## src/rtl/loop_arb_pkg.sv

```systemverilog
// rtl/loop_arb_pkg.sv - shared types and constants for the loop register arbiter
// Purpose: arbiter FSM state encoding, soft-reset register address and the
//          gap counter width helper.
// Ports:   none (package)
package loop_arb_pkg;

    typedef enum logic [1:0] {
        IDLE   = 2'd0,
        ISSUE  = 2'd1,
        RD_CAP = 2'd2,
        GAP    = 2'd3
    } arb_state_t;

    localparam int SOFT_RST_ADDR = 0;

    // Width that holds the longer of the two post-write gaps minus one.
    function automatic int gap_cnt_width(input int wr_gap, input int rst_gap);
        int m;
        m = (wr_gap > rst_gap) ? wr_gap : rst_gap;
        return (m > 1) ? $clog2(m) : 1;
    endfunction

endpackage

```

## src/rtl/loop_rr_picker.sv

```systemverilog
// rtl/loop_rr_picker.sv - combinational round-robin request picker
// Purpose: picks one requester starting the search at i_ptr.
//          With LOOP_ARB_PRIO_EN defined, requester 0 wins outright whenever
//          it requests and the rotating search covers requesters 1..N-1 only.
// Ports:   i_req   request vector
//          i_ptr   round-robin start index
//          o_grant one-hot grant
//          o_idx   index of the granted requester
//          o_any   at least one request present
module loop_rr_picker #(
    parameter int NUM_REQ = 2,
    parameter int IDX_W   = 1
) (
    input  logic [NUM_REQ-1:0] i_req,
    input  logic [IDX_W-1:0]   i_ptr,
    output logic [NUM_REQ-1:0] o_grant,
    output logic [IDX_W-1:0]   o_idx,
    output logic               o_any
);

`ifdef LOOP_ARB_PRIO_EN
    localparam bit PRIO_EN = 1'b1;
`else
    localparam bit PRIO_EN = 1'b0;
`endif

    int w_cand;

    always_comb begin
        o_grant = '0;
        o_idx   = '0;
        o_any   = 1'b0;
        w_cand  = 0;
        for (int k = 0; k < NUM_REQ; k++) begin
            // i_ptr is always < NUM_REQ, so one wrap subtraction suffices
            w_cand = int'(i_ptr) + k;
            if (w_cand >= NUM_REQ) begin
                w_cand = w_cand - NUM_REQ;
            end
            if (!o_any && i_req[w_cand] && !(PRIO_EN && w_cand == 0)) begin
                o_any           = 1'b1;
                o_idx           = IDX_W'(w_cand);
                o_grant[w_cand] = 1'b1;
            end
        end
        if (PRIO_EN && i_req[0]) begin
            o_grant    = '0;
            o_grant[0] = 1'b1;
            o_idx      = '0;
            o_any      = 1'b1;
        end
    end

endmodule

```

## src/rtl/loop_reg_arbiter.sv

```systemverilog
// rtl/loop_reg_arbiter.sv - multi-requester arbiter for the loop register bridge
// Purpose: grants one register transaction at a time onto the bridge port,
//          holds the address for read capture and inserts an idle gap after
//          every write (longer after a soft-reset register write).
//          Optional macro LOOP_ARB_PRIO_EN (in loop_rr_picker): requester 0
//          gets strict priority and the round-robin pointer skips 0.
// Ports:   reg_clk, reg_rst          clock, async active-high reset
//          req_valid/we/addr/wdata   per-requester request, sliced by index
//          req_ready                 one-cycle accept pulse to the winner
//          rsp_valid, rsp_rdata      one-cycle completion pulse, shared read data
//          busy                      FSM not idle
//          reg_en/we/addr/din        bridge request side
//          reg_dout                  bridge read data, combinational on reg_addr
module loop_reg_arbiter
    import loop_arb_pkg::*;
#(
    parameter int NUM_REQ    = 2,
    parameter int REG_ADDR_W = 12,
    parameter int WR_GAP     = 8,
    parameter int RST_GAP    = 24
) (
    input  logic                         reg_clk,
    input  logic                         reg_rst,
    input  logic [NUM_REQ-1:0]           req_valid,
    input  logic [NUM_REQ-1:0]           req_we,
    input  logic [NUM_REQ*REG_ADDR_W-1:0] req_addr,
    input  logic [NUM_REQ*32-1:0]        req_wdata,
    output logic [NUM_REQ-1:0]           req_ready,
    output logic [NUM_REQ-1:0]           rsp_valid,
    output logic [31:0]                  rsp_rdata,
    output logic                         busy,
    output logic                         reg_en,
    output logic                         reg_we,
    output logic [REG_ADDR_W-1:0]        reg_addr,
    output logic [31:0]                  reg_din,
    input  logic [31:0]                  reg_dout
);

    localparam int IDX_W = (NUM_REQ > 1) ? $clog2(NUM_REQ) : 1;
    localparam int GAP_W = gap_cnt_width(WR_GAP, RST_GAP);

`ifdef LOOP_ARB_PRIO_EN
    localparam logic [IDX_W-1:0] PTR_WRAP = IDX_W'(1);
`else
    localparam logic [IDX_W-1:0] PTR_WRAP = '0;
`endif

    arb_state_t         r_state;
    logic [IDX_W-1:0]   r_ptr;
    logic [IDX_W-1:0]   r_win;
    logic               r_we;
    logic [GAP_W-1:0]   r_gap_cnt;

    logic [NUM_REQ-1:0] w_grant;
    logic [IDX_W-1:0]   w_idx;
    logic               w_any;
    logic [IDX_W-1:0]   w_next_ptr;

    loop_rr_picker #(
        .NUM_REQ (NUM_REQ),
        .IDX_W   (IDX_W)
    ) u_picker (
        .i_req   (req_valid),
        .i_ptr   (r_ptr),
        .o_grant (w_grant),
        .o_idx   (w_idx),
        .o_any   (w_any)
    );

    always_comb begin
        w_next_ptr = w_idx + IDX_W'(1);
        if (int'(w_idx) == NUM_REQ - 1) begin
            w_next_ptr = PTR_WRAP;
        end
    end

    always_ff @(posedge reg_clk or posedge reg_rst) begin
        if (reg_rst) begin
            r_state   <= IDLE;
            r_ptr     <= '0;
            r_win     <= '0;
            r_we      <= 1'b0;
            r_gap_cnt <= '0;
            req_ready <= '0;
            rsp_valid <= '0;
            rsp_rdata <= '0;
            busy      <= 1'b0;
            reg_en    <= 1'b0;
            reg_we    <= 1'b0;
            reg_addr  <= '0;
            reg_din   <= '0;
        end else begin
            req_ready <= '0;
            rsp_valid <= '0;
            reg_en    <= 1'b0;
            reg_we    <= 1'b0;
            case (r_state)
                IDLE: begin
                    if (w_any) begin
                        r_win     <= w_idx;
                        r_we      <= req_we[w_idx];
                        r_ptr     <= w_next_ptr;
                        reg_en    <= 1'b1;
                        reg_we    <= req_we[w_idx];
                        reg_addr  <= req_addr[int'(w_idx)*REG_ADDR_W +: REG_ADDR_W];
                        reg_din   <= req_wdata[int'(w_idx)*32 +: 32];
                        req_ready <= w_grant;
                        busy      <= 1'b1;
                        r_state   <= ISSUE;
                    end
                end
                ISSUE: begin
                    if (r_we) begin
                        // reg_addr still holds the issued address
                        r_gap_cnt <= (reg_addr == REG_ADDR_W'(SOFT_RST_ADDR))
                                     ? GAP_W'(RST_GAP - 1) : GAP_W'(WR_GAP - 1);
                        r_state   <= GAP;
                    end else begin
                        r_state   <= RD_CAP;
                    end
                end
                RD_CAP: begin
                    rsp_rdata        <= reg_dout;
                    rsp_valid[r_win] <= 1'b1;
                    busy             <= 1'b0;
                    r_state          <= IDLE;
                end
                GAP: begin
                    // Counter reaches 0 on this edge: the response pulse lands
                    // exactly WR_GAP/RST_GAP cycles after the ISSUE cycle.
                    if (r_gap_cnt <= GAP_W'(1)) begin
                        r_gap_cnt        <= '0;
                        rsp_valid[r_win] <= 1'b1;
                        busy             <= 1'b0;
                        r_state          <= IDLE;
                    end else begin
                        r_gap_cnt <= r_gap_cnt - GAP_W'(1);
                    end
                end
                default: r_state <= IDLE;
            endcase
        end
    end

endmodule
```

## config.mk

```make
export PLATFORM = sky130hd
export DESIGN_NAME = loop_reg_arbiter
export DESIGN_NICKNAME = d
export VERILOG_FILES = /design/src/rtl/loop_arb_pkg.sv /design/src/rtl/loop_rr_picker.sv /design/src/rtl/loop_reg_arbiter.sv
export SDC_FILE = /design/constraint.sdc
export NUM_CORES = 1
export LEC_CHECK = 0
export ABC_AREA = 1
export CAP_MARGIN = 10
export CORE_UTILIZATION = 39
export CTS_CLUSTER_SIZE = 10
export DETAILED_ROUTE_END_ITERATION = 10
export PLACE_DENSITY = 0.8
export RECOVER_POWER = 25
export SLEW_MARGIN = 15
export SYNTH_ARGS = -nofsm -noshare
export SYNTH_HDL_FRONTEND = slang
export SYNTH_SLANG_ARGS = --single-unit
```

## constraint.sdc

```tcl
create_clock -name reg_clk -period 3.9 [get_ports reg_clk]
set_input_delay 1.17 -clock reg_clk [delete_from_list [all_inputs] [get_ports reg_clk]]
set_output_delay 1.17 -clock reg_clk [all_outputs]
set_load 0.02 [all_outputs]
```

==> results.md <==
- Status: finished clean
- Clk_skew: 0.01043 ns
- Worst setup startpoint: req_valid[1]
- Starting density of the core: between 40% and 50%
- Largest net degree at the start of global routing: 55
- EDFF count, synth: 0
- Yosys warnings: 0
- Worst R2R Setup Slack: roughly 1.9 ns
- Via density: 4.747
- Yosys reg bits: 93
- Number of global-route vias before repair: 3506
- Post-synth top area share: 59.16%
- Synthesized net count: between 500 and 600
- Die extent in x: between 100 and 150 microns
- Largest stage delay, worst path: about 0.90 ns
- Setup ws final: between 0.8 and 0.9 ns
- Setup TNS: 0 ns
- Sequential-to-total area share from yosys stat: roughly 60%
- CP Launch Type: input port
- Top_reg_cell synth: dfrtp_1
- DIE AREA: 10490 sq um
- P&R area growth vs syn: 60.18%
- Max-cap viol count: 0
- Die Y: just over 100 microns
- Reg clk slew, reported paths: ~0.09 ns
- Syn avg cell area: approximately 9.9 sq um
- FP Rows: 36
- Maximum VDD drop: around 0.34 mV
- Synth area leader: dfrtp_1
- Fillers: 830
- P per Cell Area: between 700 and 800 nW/um^2
- Placed cell areas: between 6000 and 7000 sq um
- Worst hold path type: flip-flop to flip-flop
- Global-route wire length before repair: 16230 microns
- Initial antenna violation count: 0
- Top delay family on crit path: compound AO/OA/AOI/OAI gates
- Fin. max-slew vios: 0
- Post-CTS Resized: 0
- Routed len/inst: ~14 microns
- Hold Vio Cnt, Final: 0
- Pre-Repair DR Iteration Count: 4
- Fmax: between 0.3 and 0.4 GHz
- Ant. Diodes: 0
- Worst Path Class, Setup: input port to flip-flop
- Mapped cell area: around 4000 sq um
- Pre-CTS setup slack: ~1.1 ns
- Number of buffers added on ports: ~210
- Most numerous cell in the Yosys netlist: nand2_1
- Via count: 3513
- Synth top area cells: dfrtp_1 (59%), nand2_1 (15%), mux2_2 (9.2%), nand3_1 (5.7%), buf_6 (2.6%)
- Antenna Nets Post-Route: 0
- Post-DP HPWL: between 7000 and 8000 microns
- Clk sinks: 93
- WP buf/inv: 3
- Async S/R FF share, synth: 100.0%
- Top cell types by occurrence after synthesis: nand2_1 (154), dfrtp_1 (93), nand3_1 (45), mux2_2 (32), nor2_1 (17)
- Tmin final: 3.094 ns
- Worst-case clock buffer depth: 2
- Drt drc: 0
- Cell mode on critical path: nand2_1
- Ratio of cells with drive above 1 in the final layout: a little under a tenth
- Cts hold-fix bufs: 0
- Root buffer cell: clkbuf_8
- Number of clock buffers inserted by TritonCTS: 9
- Worst Min Path Start: r_win
- Post-Route WL: around 10000 microns
- Critical path's slowest cell: o21ai_0
- GR Overflow Total: 0
- Net count, final: 730
- Pleak: about 2.8 nW
- Initial DRC Count: 124
- Design area: approximately 6300 sq um
- Total track usage: around a fifth
- Post-synth cell types: 21
- Crit path max fanout: 45
- Arrival time worst endpoint: about 3.3 ns
- Final Setup Violations: 0
- Clock latency at the later pin of the worst-skew pair: 0.34 ns
- RePlAce Congestion: around 0.84
- Worst slew pin tran: between 1 and 1.5 ns
- Cells after Synth: between 300 and 400
- Postcts setup bufs: 0
- CTS tree: built
- Slew HR: 23.35%
- Cell Chain, Critical Path: clkdlybuf4s50_1 -> o21ai_0 -> inv_2 -> nand2_1 -> inv_4 -> nand2_1 -> o211ai_1
- Htree depth: 3
- RSZ-0062 raised after global routing: no
- Power Total: between 0.005 and 0.006 W
- Reg-to-Reg Start: r_state[1]
- Endpoint class of the critical path: flip-flop
- Tcrit/Tclk final: approximately four fifths
- I/O pin cnt: between 200 and 250
- Critical Path RT: 4.12 ns
- Core Area: roughly 10000 sq um
-- final cells by class --
| type | instances | area, sq um | area share (%) |
|---|---|---|---|
| Multi-Input combinational cell | 269 | 1389 | 22.04 |
| Clock buffer | 10 | 137.6 | 2.184 |
| Tap cell | 133 | 166.4 | 2.641 |
| Sequential cell | 93 | 2327 | 36.93 |
| Timing Repair Buffer | 211 | 2117 | 33.60 |
| Clock inverter | 6 | 91.34 | 1.450 |
| Inverter | 18 | 72.57 | 1.152 |
-- power by group --
group / leakage [nW] / internal, W / switching [W]
Clock: 0.118 / 0.000385 / 0.000348
Sequential: 1.13 / 0.00144 / 0.000269
Combinational: 1.57 / 0.00127 / 0.00133
Total: 2.82 / 0.00309 / 0.00195
-- flip-flops by register name, summed over array words and instances, names as in the netlist --
register   cells
r_ptr          1
busy           1
rsp_valid      2
r_win          1
req_ready      2
r_we           1
reg_din       32
reg_addr      12
r_state        2
reg_en         1
r_gap_cnt      5
reg_we         1
rsp_rdata     32
-- worst reg2reg max path, stage by stage, from the launching register on --
cell      delay [ns]
dfrtp_1         0.43
nor2_1          0.13
o21ai_0         0.39
inv_2           0.29
nand2_1         0.13
inv_4           0.37
nand2_1         0.12
o211ai_1        0.10
-- routing by layer --
metal | vias to the layer above | GRT usage, % | part of all wire (%)
met4 | 0 | 6.484 | 1.2
met3 | 12 | 5.267 | 7.1
li1 | 1678 | - | -
met2 | 138 | 35.64 | 51
met5 | - | 0 | 0
met1 | 1685 | 23.24 | 40
-- metrics by stage --
step | utilization [%] | hold slack, ns | instances
CTS | 64.58 | 0.4540 | 740
detailed placement | 62.24 | 0.4401 | 724
global route | 64.46 | 0.4686 | 740
floorplan | - | 0.4032 | 396
finish | 64.46 | 0.4403 | 740
global placement | 62.24 | 0.4114 | 724
-- logic make-up after synthesis --
logic type / Yosys count / share of synthesized area [%]
xor gates and xnor gates: 2 / 0.4454
and+or+nand+nor: 217 / 22.55
DFF: 93 / 59.16
muxes: 32 / 9.160
AOI/OAI and AO/OA: 16 / 2.608
buffers and inverters: 34 / 5.439
adders and majority gates: 2 / 0.6360
-- placed cells by master, fill, tap and decap left out, types with 3 or more instances in the layout --
cell type        synthesis  routed
mux2_2                  32      32
inv_6                    0       3
nand2_1                154     154
o21ai_0                  5       6
nor2_1                  17      17
o21bai_1                 3       3
inv_1                   16      15
clkdlybuf4s50_1          0     175
nand3_1                 45      45
dfrtp_1                 93      93
clkbuf_8                 0      10
dlygate4sd3_1            0      33
-- worst paths after layout --
check | to | cells past startpoint
hold / removal | rsp_valid[0] | 1
max in group asynchronous | busy | 3
setup reg to reg | reg_addr[2] | 7
hold reg to reg | rsp_valid[0] | 1
setup / recovery | reg_addr[2] | 7
min in group asynchronous | rsp_rdata[16] | 2
(Power assumes the default switching activity.)
